<file path="src/rtl/reg_bus_pkg.sv">
// Shared definitions for the register bus: bridge FSM states, rd_wr encoding
// and the register data width.
package reg_bus_pkg;

    localparam int REG_DATA_W = 32;

    localparam logic RD_WR_READ  = 1'b0;
    localparam logic RD_WR_WRITE = 1'b1;

    typedef enum logic [1:0] {
        IDLE = 2'd0,
        REQ  = 2'd1,
        DONE = 2'd2
    } bridge_state_e;

endpackage

</file>
<file path="src/rtl/reg_apb_bridge_if.sv">
// APB3 + register-block signal bundle for reg_apb_bridge.
//   slave  : bridge view (APB slave, register-block requester)
//   master : environment view (APB master, register block)
// APB:   psel, penable, pwrite, paddr, pwdata -> ; <- prdata, pready, pslverr
// Regs:  addr, rd_wr, req, write_val -> ; <- read_val, ack
interface reg_apb_bridge_if #(
    parameter int ADDR_SIZE_P = 4
);
    import reg_bus_pkg::*;

    logic                   psel;
    logic                   penable;
    logic                   pwrite;
    logic [ADDR_SIZE_P-1:0] paddr;
    logic [REG_DATA_W-1:0]  pwdata;
    logic [REG_DATA_W-1:0]  prdata;
    logic                   pready;
    logic                   pslverr;

    logic [ADDR_SIZE_P-1:0] addr;
    logic                   rd_wr;
    logic                   req;
    logic [REG_DATA_W-1:0]  write_val;
    logic [REG_DATA_W-1:0]  read_val;
    logic                   ack;

    modport slave (
        input  psel, penable, pwrite, paddr, pwdata, read_val, ack,
        output prdata, pready, pslverr, addr, rd_wr, req, write_val
    );

    modport master (
        output psel, penable, pwrite, paddr, pwdata, read_val, ack,
        input  prdata, pready, pslverr, addr, rd_wr, req, write_val
    );

endinterface

</file>
<file path="src/rtl/reg_apb_timer.sv">
// Request timeout down-counter (only used when REG_APB_TIMEOUT_EN is defined).
// Ports: clk, reset_L (async active-low), start (load TIMEOUT_P-1 and arm),
//        ack (completes the request, disarms), expired (count reached 0 with no ack).
module reg_apb_timer #(
    parameter int TIMEOUT_P = 16
) (
    input  logic clk,
    input  logic reset_L,
    input  logic start,
    input  logic ack,
    output logic expired
);

    localparam int               CNT_W  = (TIMEOUT_P > 1) ? $clog2(TIMEOUT_P) : 1;
    localparam logic [CNT_W-1:0] LOAD_V = CNT_W'(TIMEOUT_P - 1);

    logic [CNT_W-1:0] cnt;
    logic             running;

    always_ff @(posedge clk or negedge reset_L) begin
        if (!reset_L) begin
            cnt     <= '0;
            running <= 1'b0;
        end else if (start) begin
            cnt     <= LOAD_V;
            running <= 1'b1;
        end else if (running) begin
            if (ack || (cnt == '0)) begin
                running <= 1'b0;
            end else begin
                cnt <= cnt - CNT_W'(1);
            end
        end
    end

    // ack in the terminal cycle wins over the timeout.
    assign expired = running && (cnt == '0) && !ack;

endmodule

</file>
<file path="src/rtl/reg_apb_bridge.sv">
// APB3 slave front-end turning each APB transfer into one req/ack register access.
// Ports: clk, reset_L (async active-low), bus (reg_apb_bridge_if.slave: APB side
//        psel/penable/pwrite/paddr/pwdata/prdata/pready/pslverr, register side
//        addr/rd_wr/req/write_val/read_val/ack).
// Build option: REG_APB_TIMEOUT_EN adds a TIMEOUT_P-cycle request timeout that
//        completes the transfer with pslverr=1; without it pslverr is tied 0.
//
// state | meaning
// IDLE  | waiting for an APB setup phase
// REQ   | req high, waiting for ack (or timeout)
// DONE  | access finished; pready/pslverr/prdata present next cycle
module reg_apb_bridge
    import reg_bus_pkg::*;
#(
    parameter int ADDR_SIZE_P = 4,
    parameter int TIMEOUT_P   = 16
) (
    input  logic             clk,
    input  logic             reset_L,
    reg_apb_bridge_if.slave  bus
);

    bridge_state_e state, state_nxt;

    logic                   setup;
    logic                   load;
    logic                   capture;
    logic [ADDR_SIZE_P-1:0] addr_q;
    logic                   rd_wr_q;
    logic [REG_DATA_W-1:0]  write_val_q;
    logic [REG_DATA_W-1:0]  prdata_q;
    logic                   pready_q;

    assign setup = bus.psel && !bus.penable;

    always_ff @(posedge clk or negedge reset_L) begin
        if (!reset_L) begin
            state <= IDLE;
        end else begin
            state <= state_nxt;
        end
    end

`ifdef REG_APB_TIMEOUT_EN
    logic expired;
    logic err_set;
    logic err_q;
    logic pslverr_q;
`endif

    always_comb begin
        state_nxt = state;
        load      = 1'b0;
        capture   = 1'b0;
`ifdef REG_APB_TIMEOUT_EN
        err_set   = 1'b0;
`endif
        case (state)
            IDLE: begin
                if (setup) begin
                    state_nxt = REQ;
                    load      = 1'b1;
                end
            end
            REQ: begin
                if (bus.ack) begin
                    state_nxt = DONE;
                    capture   = (rd_wr_q == RD_WR_READ);
                end
`ifdef REG_APB_TIMEOUT_EN
                else if (expired) begin
                    state_nxt = DONE;
                    err_set   = 1'b1;
                end
`endif
            end
            DONE:    state_nxt = IDLE;
            default: state_nxt = IDLE;
        endcase
    end

    // pready is registered off DONE, so it appears the cycle after DONE while
    // the FSM is already back in IDLE; this gives the 3-cycle minimum wait.
    always_ff @(posedge clk or negedge reset_L) begin
        if (!reset_L) begin
            addr_q      <= '0;
            rd_wr_q     <= RD_WR_READ;
            write_val_q <= '0;
            prdata_q    <= '0;
            pready_q    <= 1'b0;
        end else begin
            if (load) begin
                addr_q  <= bus.paddr;
                rd_wr_q <= bus.pwrite;
                if (bus.pwrite == RD_WR_WRITE) begin
                    write_val_q <= bus.pwdata;
                end
            end
            if (capture) begin
                prdata_q <= bus.read_val;
            end
            pready_q <= (state == DONE);
        end
    end

`ifdef REG_APB_TIMEOUT_EN
    reg_apb_timer #(
        .TIMEOUT_P (TIMEOUT_P)
    ) u_timer (
        .clk     (clk),
        .reset_L (reset_L),
        .start   (load),
        .ack     (bus.ack),
        .expired (expired)
    );

    always_ff @(posedge clk or negedge reset_L) begin
        if (!reset_L) begin
            err_q     <= 1'b0;
            pslverr_q <= 1'b0;
        end else begin
            if (state == REQ) begin
                err_q <= err_set;
            end
            pslverr_q <= (state == DONE) && err_q;
        end
    end

    assign bus.pslverr = pslverr_q;
`else
    assign bus.pslverr = 1'b0;
`endif

    // req comes straight from the state register so reset drops it asynchronously.
    assign bus.req       = (state == REQ);
    assign bus.addr      = addr_q;
    assign bus.rd_wr     = rd_wr_q;
    assign bus.write_val = write_val_q;
    assign bus.prdata    = prdata_q;
    assign bus.pready    = pready_q;

endmodule
</file>
<file path="src/flat_wrapper.sv">
// flat-port wrapper written by rule: the top's interface ports become plain ports
module reg_apb_bridge_flat import reg_bus_pkg::*;
#(
    parameter int ADDR_SIZE_P = 4,
    parameter int TIMEOUT_P   = 16
)
  (clk, reset_L, bus_psel, bus_penable, bus_pwrite, bus_paddr, bus_pwdata, bus_read_val, bus_ack, bus_prdata, bus_pready, bus_pslverr, bus_addr, bus_rd_wr, bus_req, bus_write_val);
  reg_apb_bridge_if #(.ADDR_SIZE_P(ADDR_SIZE_P)) bus_i ();
  input  logic clk;
  input  logic reset_L;
  input wire logic [$bits(bus_i.psel)-1:0] bus_psel;
  input wire logic [$bits(bus_i.penable)-1:0] bus_penable;
  input wire logic [$bits(bus_i.pwrite)-1:0] bus_pwrite;
  input wire logic [$bits(bus_i.paddr)-1:0] bus_paddr;
  input wire logic [$bits(bus_i.pwdata)-1:0] bus_pwdata;
  input wire logic [$bits(bus_i.read_val)-1:0] bus_read_val;
  input wire logic [$bits(bus_i.ack)-1:0] bus_ack;
  output wire logic [$bits(bus_i.prdata)-1:0] bus_prdata;
  output wire logic [$bits(bus_i.pready)-1:0] bus_pready;
  output wire logic [$bits(bus_i.pslverr)-1:0] bus_pslverr;
  output wire logic [$bits(bus_i.addr)-1:0] bus_addr;
  output wire logic [$bits(bus_i.rd_wr)-1:0] bus_rd_wr;
  output wire logic [$bits(bus_i.req)-1:0] bus_req;
  output wire logic [$bits(bus_i.write_val)-1:0] bus_write_val;
  assign bus_i.psel = bus_psel;
  assign bus_i.penable = bus_penable;
  assign bus_i.pwrite = bus_pwrite;
  assign bus_i.paddr = bus_paddr;
  assign bus_i.pwdata = bus_pwdata;
  assign bus_i.read_val = bus_read_val;
  assign bus_i.ack = bus_ack;
  assign bus_prdata = bus_i.prdata;
  assign bus_pready = bus_i.pready;
  assign bus_pslverr = bus_i.pslverr;
  assign bus_addr = bus_i.addr;
  assign bus_rd_wr = bus_i.rd_wr;
  assign bus_req = bus_i.req;
  assign bus_write_val = bus_i.write_val;
  reg_apb_bridge #(.ADDR_SIZE_P(ADDR_SIZE_P), .TIMEOUT_P(TIMEOUT_P)) u_core (.clk(clk), .reset_L(reset_L), .bus(bus_i));
endmodule
</file>
<file path="config.mk">
export PLATFORM = sky130hd
export DESIGN_NAME = reg_apb_bridge_flat
export DESIGN_NICKNAME = d
export VERILOG_FILES = /design/src/rtl/reg_bus_pkg.sv /design/src/rtl/reg_apb_bridge_if.sv /design/src/rtl/reg_apb_timer.sv /design/src/rtl/reg_apb_bridge.sv /design/src/flat_wrapper.sv
export SDC_FILE = /design/constraint.sdc
export NUM_CORES = 1
export LEC_CHECK = 0
export CORE_MARGIN = 10
export CORE_UTILIZATION = 36
export DETAILED_ROUTE_END_ITERATION = 10
export PLACE_DENSITY_LB_ADDON = 0.12
export SETUP_SLACK_MARGIN = 0.02
export SLEW_MARGIN = 20
export SYNTH_ARGS = -nofsm -noshare
export SYNTH_HDL_FRONTEND = slang
export SYNTH_SLANG_ARGS = --single-unit
</file>
<file path="constraint.sdc">
create_clock -name clk -period 1.5 [get_ports clk]
set_input_delay 0.225 -clock clk [delete_from_list [all_inputs] [get_ports clk]]
set_output_delay 0.225 -clock clk [all_outputs]
set_load 0.02 [all_outputs]
</file>
==> impl_metrics.yaml, run 1 <==
outcome:
  status: "complete, but fails checks"
  violations: "setup timing"
worst_setup_path:
  critical_path.cell_chain: "nor4b_4, nand2_4, buf_12, mux2_4"
  critPathKind: "flop to flop"
  cp_num_buf_inv: 1
  critPathLaunchType: "flop"
  endpoint_kind: "flop"
  path_max_fanout: 24
  crit_slowest_cell: "dfrtp_2"
  path_delay_family: "simple AND/OR/NAND/NOR gates"
  required_ns: 1.72
  rrSetupSlack_ns: -0.04
  cpPeakStageDelay_ns: 0.45
  cp.arrival_ns: 1.76
sta:
  fin_skew_ns: 0.00620
  fin_setup_tns_ns: -0.672
  hold_viol: 0
  setup_viol: 23
  rsz0062_at_grt: "yes"
  finalMaxSlewViolations: 0
  fin_crit_sh: 1.03
  fmax_ghz: 0.649
  setup_slack_ns: -0.0405
  fin_crit_ns: 1.54
grt:
  grt_use_met2: 0.180
  grt_first_pass_wirelength_um: 11500
  antenna_found_initial: 0
  grt_overflow_total: 0
  use_met3: 0.0779
  globalRouteTotalUtil: 0.127
  grt_pass1_vias: 2117
  grt_start_max_net_pins: 32
  use_met1: 0.148
  grt.busiest_layer: "met2"
cells_and_area:
  nets: 397
  fin_util: 0.625
  drive_gt1_frac: 0.323
  fillCellCount: 637
  n_antenna_cell: 0
  area.growth.synth_to_final_pct: 69.9
  regArea_um2: 1800
  multi_input_area_um2: 1080
cts:
  cts_max_path_buffers: 2
  cts-root-buf: "clkbuf_8"
  clk_pin_slew_ns: 0.07
  cts_tree: "yes"
  clk_latency_ns: 0.34
  cts_sinks: 72
  cts_max_level: 3
  numCtsBuffers: 9
power_and_ir_drop:
  combPwrFrac: 0.428
  power_uw: 8320
  cell_internal_pwr_uw: 5540
  switchingPower_uw: 2770
  peakVddDrop_mv: 0.717
  p_leak_uw: 0.00234
  seqPwrFrac: 0.368
  swShare: 0.334
  power_density_nw_per_um2: 1730
  pwr-share-clk: 0.203
placement:
  gp_congestion: 0.703
  dp_hpwl_um: 5970
  port_buffers: 144
floorplan:
  ios: 146
  core_um2: 7690
  dieHeight_um: 109
  start_util: 0.368
  fp-row-count: 32
  die_area_um2: 11800
  die_x_um: 109
yosys:
  synth.largest_area_cell: "dfrtp_1"
  synth_edf_count: 0
  synth_top_area_frac: 0.637
  syn_area_um2: 2830
  synth_common_cells: "dfrtp_1 (72), mux2_2 (38), mux2_4 (29)"
  syn_avg_cell_area_um2: 17.8
  synthTopCellsByArea: "dfrtp_1 (64%), mux2_4 (15%), mux2_2 (15%)"
  yosysMostFrequentCell: "dfrtp_1"
  syn_nets: 233
  yosysWarningCount: 0
  ys_seq_area_frac: 0.637
  synthArstFlopShare: 1.00
  ys_ff_latch: 72
  syn_inst: 159
  synth_ff_type: "dfrtp_1"
  yosysUniqueCellTypes: 16
routing:
  detail-route-antenna-nets: 0
  drt_iter0_markers: 20
  wl_per_cell_um: 18.1
  drt-total-wl_um: 7780
  vias: 1937
  drc: 0
  vias_per_cell: 4.50
  first_pass_iters: 4
min_path:
  hold_class: "input pin to asynchronous set/reset pin"
job:
  cap_violations: 0
worst reg2reg max path, delay by kind of cell, from the launching register on:
kind	cells	cell delay, ns
buffers and inverters	1	0.18
flip-flops	1	0.45
multiplexers	1	0.32
AND/OR/NAND/NOR	2	0.48
stage by stage:
step           hold WS (ns)  instances  area, um^2  worst slack [ns]
2_1_floorplan       -0.0706        159        2980           -0.0964
5_1_grt               0.402        430        4810           -0.0958
4_1_cts               0.364        427        4750           -0.0440
3_5_place_dp          0.194        409        4590            -0.255
3_3_place_gp          0.196        409        4590            -0.228
6_report              0.367        430        4810           -0.0405
routing by layer:
metal	vias to the layer above	wire [um]
met5	-	0
met2	103	3440
met1	938	3170
met3	12	983
li1	884	-
met4	0	185
sequential cells by signal (all words and copies together), names as in the netlist:
signal / flops
u_core.bus.write_val: 32
u_core.bus.pready: 1
u_core.state: 2
u_core.bus.prdata: 32
u_core.bus.rd_wr: 1
u_core.bus.addr: 4
final cells by class:
| type | count | share of cell area |
|---|---|---|
| inverters | 2 | 0.00156 |
| clock inverters | 5 | 0.0167 |
| flip-flops and latches | 72 | 0.375 |
| clock buffers | 11 | 0.0294 |
| repair buffers | 161 | 0.325 |
| well taps | 102 | 0.0266 |
| multi-input cells | 77 | 0.225 |
layout by cell type, fill, tap and decap left out:
| cell type | count |
|---|---|
| clkdlybuf4s50_1 | 72 |
| dfrtp_1 | 71 |
| dlygate4sd2_1 | 70 |
| mux2_4 | 61 |
| clkbuf_8 | 10 |
| buf_4 | 8 |
| mux2_2 | 7 |
| buf_12 | 4 |
| buf_6 | 3 |
| inv_1 | 2 |
| bufinv_16 | 2 |
| clkinvlp_4 | 2 |
| nor2b_4 | 1 |
| nor2b_1 | 1 |
| and3_4 | 1 |
| nor4b_4 | 1 |
| a21o_1 | 1 |
| nand2_4 | 1 |
| and2_1 | 1 |
| o21ai_0 | 1 |
| conb_1 | 1 |
| clkbuf_1 | 1 |
| clkinv_2 | 1 |
| clkbuf_16 | 1 |
| dlygate4sd3_1 | 1 |
| clkbuf_2 | 1 |
| buf_8 | 1 |
| dfrtp_2 | 1 |
worst paths after layout:
path                       cells past startpoint               startpoint                  endpoint
max                                            4          u_core.state[1]   u_core.bus.write_val[3]
min in group clk                               2            bus_pwdata[7]   u_core.bus.write_val[7]
max in group asynchronous                      3                  reset_L  u_core.bus.write_val[29]
min                                            2                  reset_L     u_core.bus.prdata[10]
max reg2reg                                    4          u_core.state[1]   u_core.bus.write_val[3]
min reg2reg                                    1  u_core.bus.write_val[0]   u_core.bus.write_val[0]
power groups by stage:
stage	Combinational (uW)	Clock (uW)	Sequential [uW]
floorplan	1140	0	4030
finish	3560	1690	3060
CTS	3580	1740	3070
detailed placement	4090	0	3110
global route	3770	1820	3150
global placement	4050	0	3100
repair_timing:
action	CTS	global route
pin swaps	1	1
endpoints found under the hold margin	28	0
gates resized for setup	76	6
hold buffers	1	0
endpoints found under the setup margin	121	58
cloned	0	1
setup buffers	1	2
logic make-up after synthesis:
| group | after synthesis | share of synthesized area |
|---|---|---|
| AO/OA/AOI/OAI | 2 | 0.00442 |
| buffers and inverters | 10 | 0.0270 |
| flip-flops | 72 | 0.637 |
| multiplexers | 68 | 0.309 |
| other | 1 | 0.00133 |
| AND/OR/NAND/NOR | 6 | 0.0212 |
Power figures use the tool's default switching activity.
==> run 2: changes to the inputs <==
--- a/config.mk
+++ b/config.mk
@@ -5,8 +5,9 @@
 export SDC_FILE = /design/constraint.sdc
 export NUM_CORES = 1
 export LEC_CHECK = 0
+export ABC_AREA = 1
 export CORE_MARGIN = 10
-export CORE_UTILIZATION = 36
+export CORE_UTILIZATION = 44
 export DETAILED_ROUTE_END_ITERATION = 10
 export PLACE_DENSITY_LB_ADDON = 0.12
 export SETUP_SLACK_MARGIN = 0.02
==> constraint.sdc (replaced) <==
create_clock -name clk -period 1.9 [get_ports clk]
set_input_delay 0.285 -clock clk [delete_from_list [all_inputs] [get_ports clk]]
set_output_delay 0.285 -clock clk [all_outputs]
set_load 0.02 [all_outputs]
==> run 2 against run 1 <==
Compared with the run above: the run now ends clean; register-to-register slack gained 0.40 ns; clock power shrank 14%; worst setup slack improved by 0.25 ns; die area is 11% lower; largest power group unchanged.
==> impl_metrics.yaml, run 2 <==
yosys:
  synth_top_area_frac: 0.599
  synth_edf_count: 0
  syn_area_um2: 3010
  synth_compound_area_frac: 0
  synth_ff_type: "dfrtp_1"
  synth_common_cells: "nand2_1 (141), dfrtp_1 (72), nand3_1 (36)"
  synthMuxAreaShare: 0
  synth_simple_gate_area_share: 0.323
  syn_avg_cell_area_um2: 9.43
  synth_fa_ha_area_frac: 0
  synthArstFlopShare: 1.00
  synth_top_family_by_area: "simple AND/OR/NAND/NOR gates"
  syn_inst: 319
  synth_xor_area_frac: 0
  yosysWarningCount: 0
  synthTopCellsByArea: "dfrtp_1 (60%), nand2_1 (18%), nand4_1 (6.7%)"
  ys_seq_area_frac: 0.599
  syn_nets: 393
  yosysUniqueCellTypes: 17
  ys_ff_latch: 72
  yosysMostFrequentCell: "nand2_1"
  synth.largest_area_cell: "dfrtp_1"
floorplan:
  dieHeight_um: 103
  start_util: 0.448
  core_um2: 6720
  ios: 146
  fp-row-count: 30
  die_x_um: 103
  die_area_um2: 10500
worst_setup_path:
  path_max_fanout: 3
  critPathLaunchType: "flop"
  cp.arrival_ns: 1.40
  cp_num_buf_inv: 1
  path_delay_family: "buffers and inverters"
  endpoint_kind: "output pin"
  critical_path.cell_chain: "clkdlybuf4s50_1"
  crit_slowest_cell: "clkdlybuf4s50_1"
  critPathKind: "flop to output pin"
  required_ns: 1.62
  cpPeakStageDelay_ns: 0.65
cts:
  cts-root-buf: "clkbuf_8"
  cts_sinks: 72
  clk_latency_ns: 0.34
  clk_pin_slew_ns: 0.07
  cts_max_path_buffers: 2
  numCtsBuffers: 9
  cts_max_level: 3
  cts_tree: "yes"
cells_and_area:
  nets: 534
  n_antenna_cell: 0
  final-instance-count-excl-fill: 545
  final_area_um2: 4700
  area.growth.synth_to_final_pct: 56.4
  drive_gt1_frac: 0.0731
  layout_common_cells: "clkdlybuf4s50_1 (142), nand2_1 (141), dfrtp_1 (72), nand3_1 (36), nand4_1 (32)"
  layout_commonest_cell: "clkdlybuf4s50_1"
power_and_ir_drop:
  power_density_nw_per_um2: 1380
  peakVddDrop_mv: 0.575
  p_leak_uw: 0.00228
routing:
  detail-route-antenna-nets: 0
  vias: 2681
  wl_per_cell_um: 16.1
  drt_iter0_markers: 85
  vias_per_cell: 4.92
  drc: 0
  first_pass_iters: 4
  drt-total-wl_um: 8790
placement:
  dp.cells: 528
  postPlaceCellArea_um2: 4450
  place_ws_ns: 0.346
  port_buffers: 144
  dp_hpwl_um: 6480
  gp_congestion: 0.774
sta:
  hold_viol: 0
  setup_viol: 0
  fmax_ghz: 0.592
  fin_setup_tns_ns: 0
  fin_skew_ns: 0.0147
  finalMaxSlewViolations: 0
  whs_ns: 0.469
  fin_crit_sh: 0.888
  tightest_slew_ns: 0.614
  rsz0062_at_grt: "no"
  relSlewSlack: 0.591
  fin_crit_ns: 1.69
  setup_slack_ns: 0.212
grt:
  grt_pass1_vias: 2628
  grt_overflow_total: 0
  antenna_found_initial: 0
  grt_first_pass_wirelength_um: 13700
  grt_start_max_net_pins: 48
  globalRouteTotalUtil: 0.167
min_path:
  hold_class: "flop to flop"
job:
  cap_violations: 0
outcome:
  status: "finished, final reports clean"
run 2: changes by cell type after synthesis, sizes merged, moves of 2 or more:
cell    previous run  this run
clkbuf             1         3
nor2b              2         0
mux2              68         0
nand2              1       142
inv                2         4
nor2               0         5
nand4              0        32
buf                7        22
nand3              0        37
run 2: metal layers:
| metal | GRT usage | wire length, um | part of all wire | vias to the layer above |
|---|---|---|---|---|
| li1 | - | - | - | 1326 |
| met1 | 0.198 | 3530 | 0.40 | 1245 |
| met2 | 0.260 | 4150 | 0.47 | 99 |
| met3 | 0.0731 | 979 | 0.11 | 11 |
| met4 | 0.0651 | 129 | 0.015 | 0 |
| met5 | 0 | 0 | 0 | - |
run 2: final cells by class:
type,count,area [um^2]
Sequential cell,72,1800
Tap cell,80,100
Clock inverter,7,120
Timing Repair Buffer,155,1560
Multi-Input combinational cell,218,978
Inverter,4,15.0
Fill cell,539,2020
Clock buffer,9,124
run 2: where the power goes:
part	switching, uW	internal (uW)	total (uW)
Clock	576	874	1450
Combinational	1430	1270	2700
Sequential	290	2060	2350
run 2: what timing repair did:
| item | in CTS | in global routing |
|---|---|---|
| hold buffers | 1 | 0 |
| endpoints found under the hold margin | 46 | 0 |
| endpoints found under the setup margin | 0 | 1 |
| gates resized for setup | 0 | 1 |
| setup buffers | 0 | 0 |
run 2: cells by family (layout without fill, tap and decap cells):
| group | Yosys count | count (layout) |
|---|---|---|
| other cells | 1 | 1 |
| simple gates | 217 | 217 |
| buf+inv | 29 | 175 |
| flops | 72 | 72 |
run 2: stage by stage:
step                       util  total power (uW)
final                     0.700              6500
after global routing      0.700              6860
after CTS                 0.700              6580
after detailed placement  0.662              5110
after floorplan               -              3650
after global placement    0.662              5060
run 2: worst paths after layout:
check / endpoint / start / cells after the start / slack (ns)
worst max-delay path: bus_rd_wr / u_core.bus.rd_wr / 1 / 0.21
worst min-delay path: u_core.bus.write_val[3] / u_core.bus.write_val[3] / 2 / 0.47
worst max register to register: u_core.bus.prdata[16] / u_core.state[1] / 5 / 0.36
worst min register to register: u_core.bus.write_val[3] / u_core.bus.write_val[3] / 2 / 0.47
max in group asynchronous: u_core.bus.prdata[1] / reset_L / 3 / 0.84
min in group asynchronous: u_core.bus.write_val[6] / reset_L / 2 / 0.51
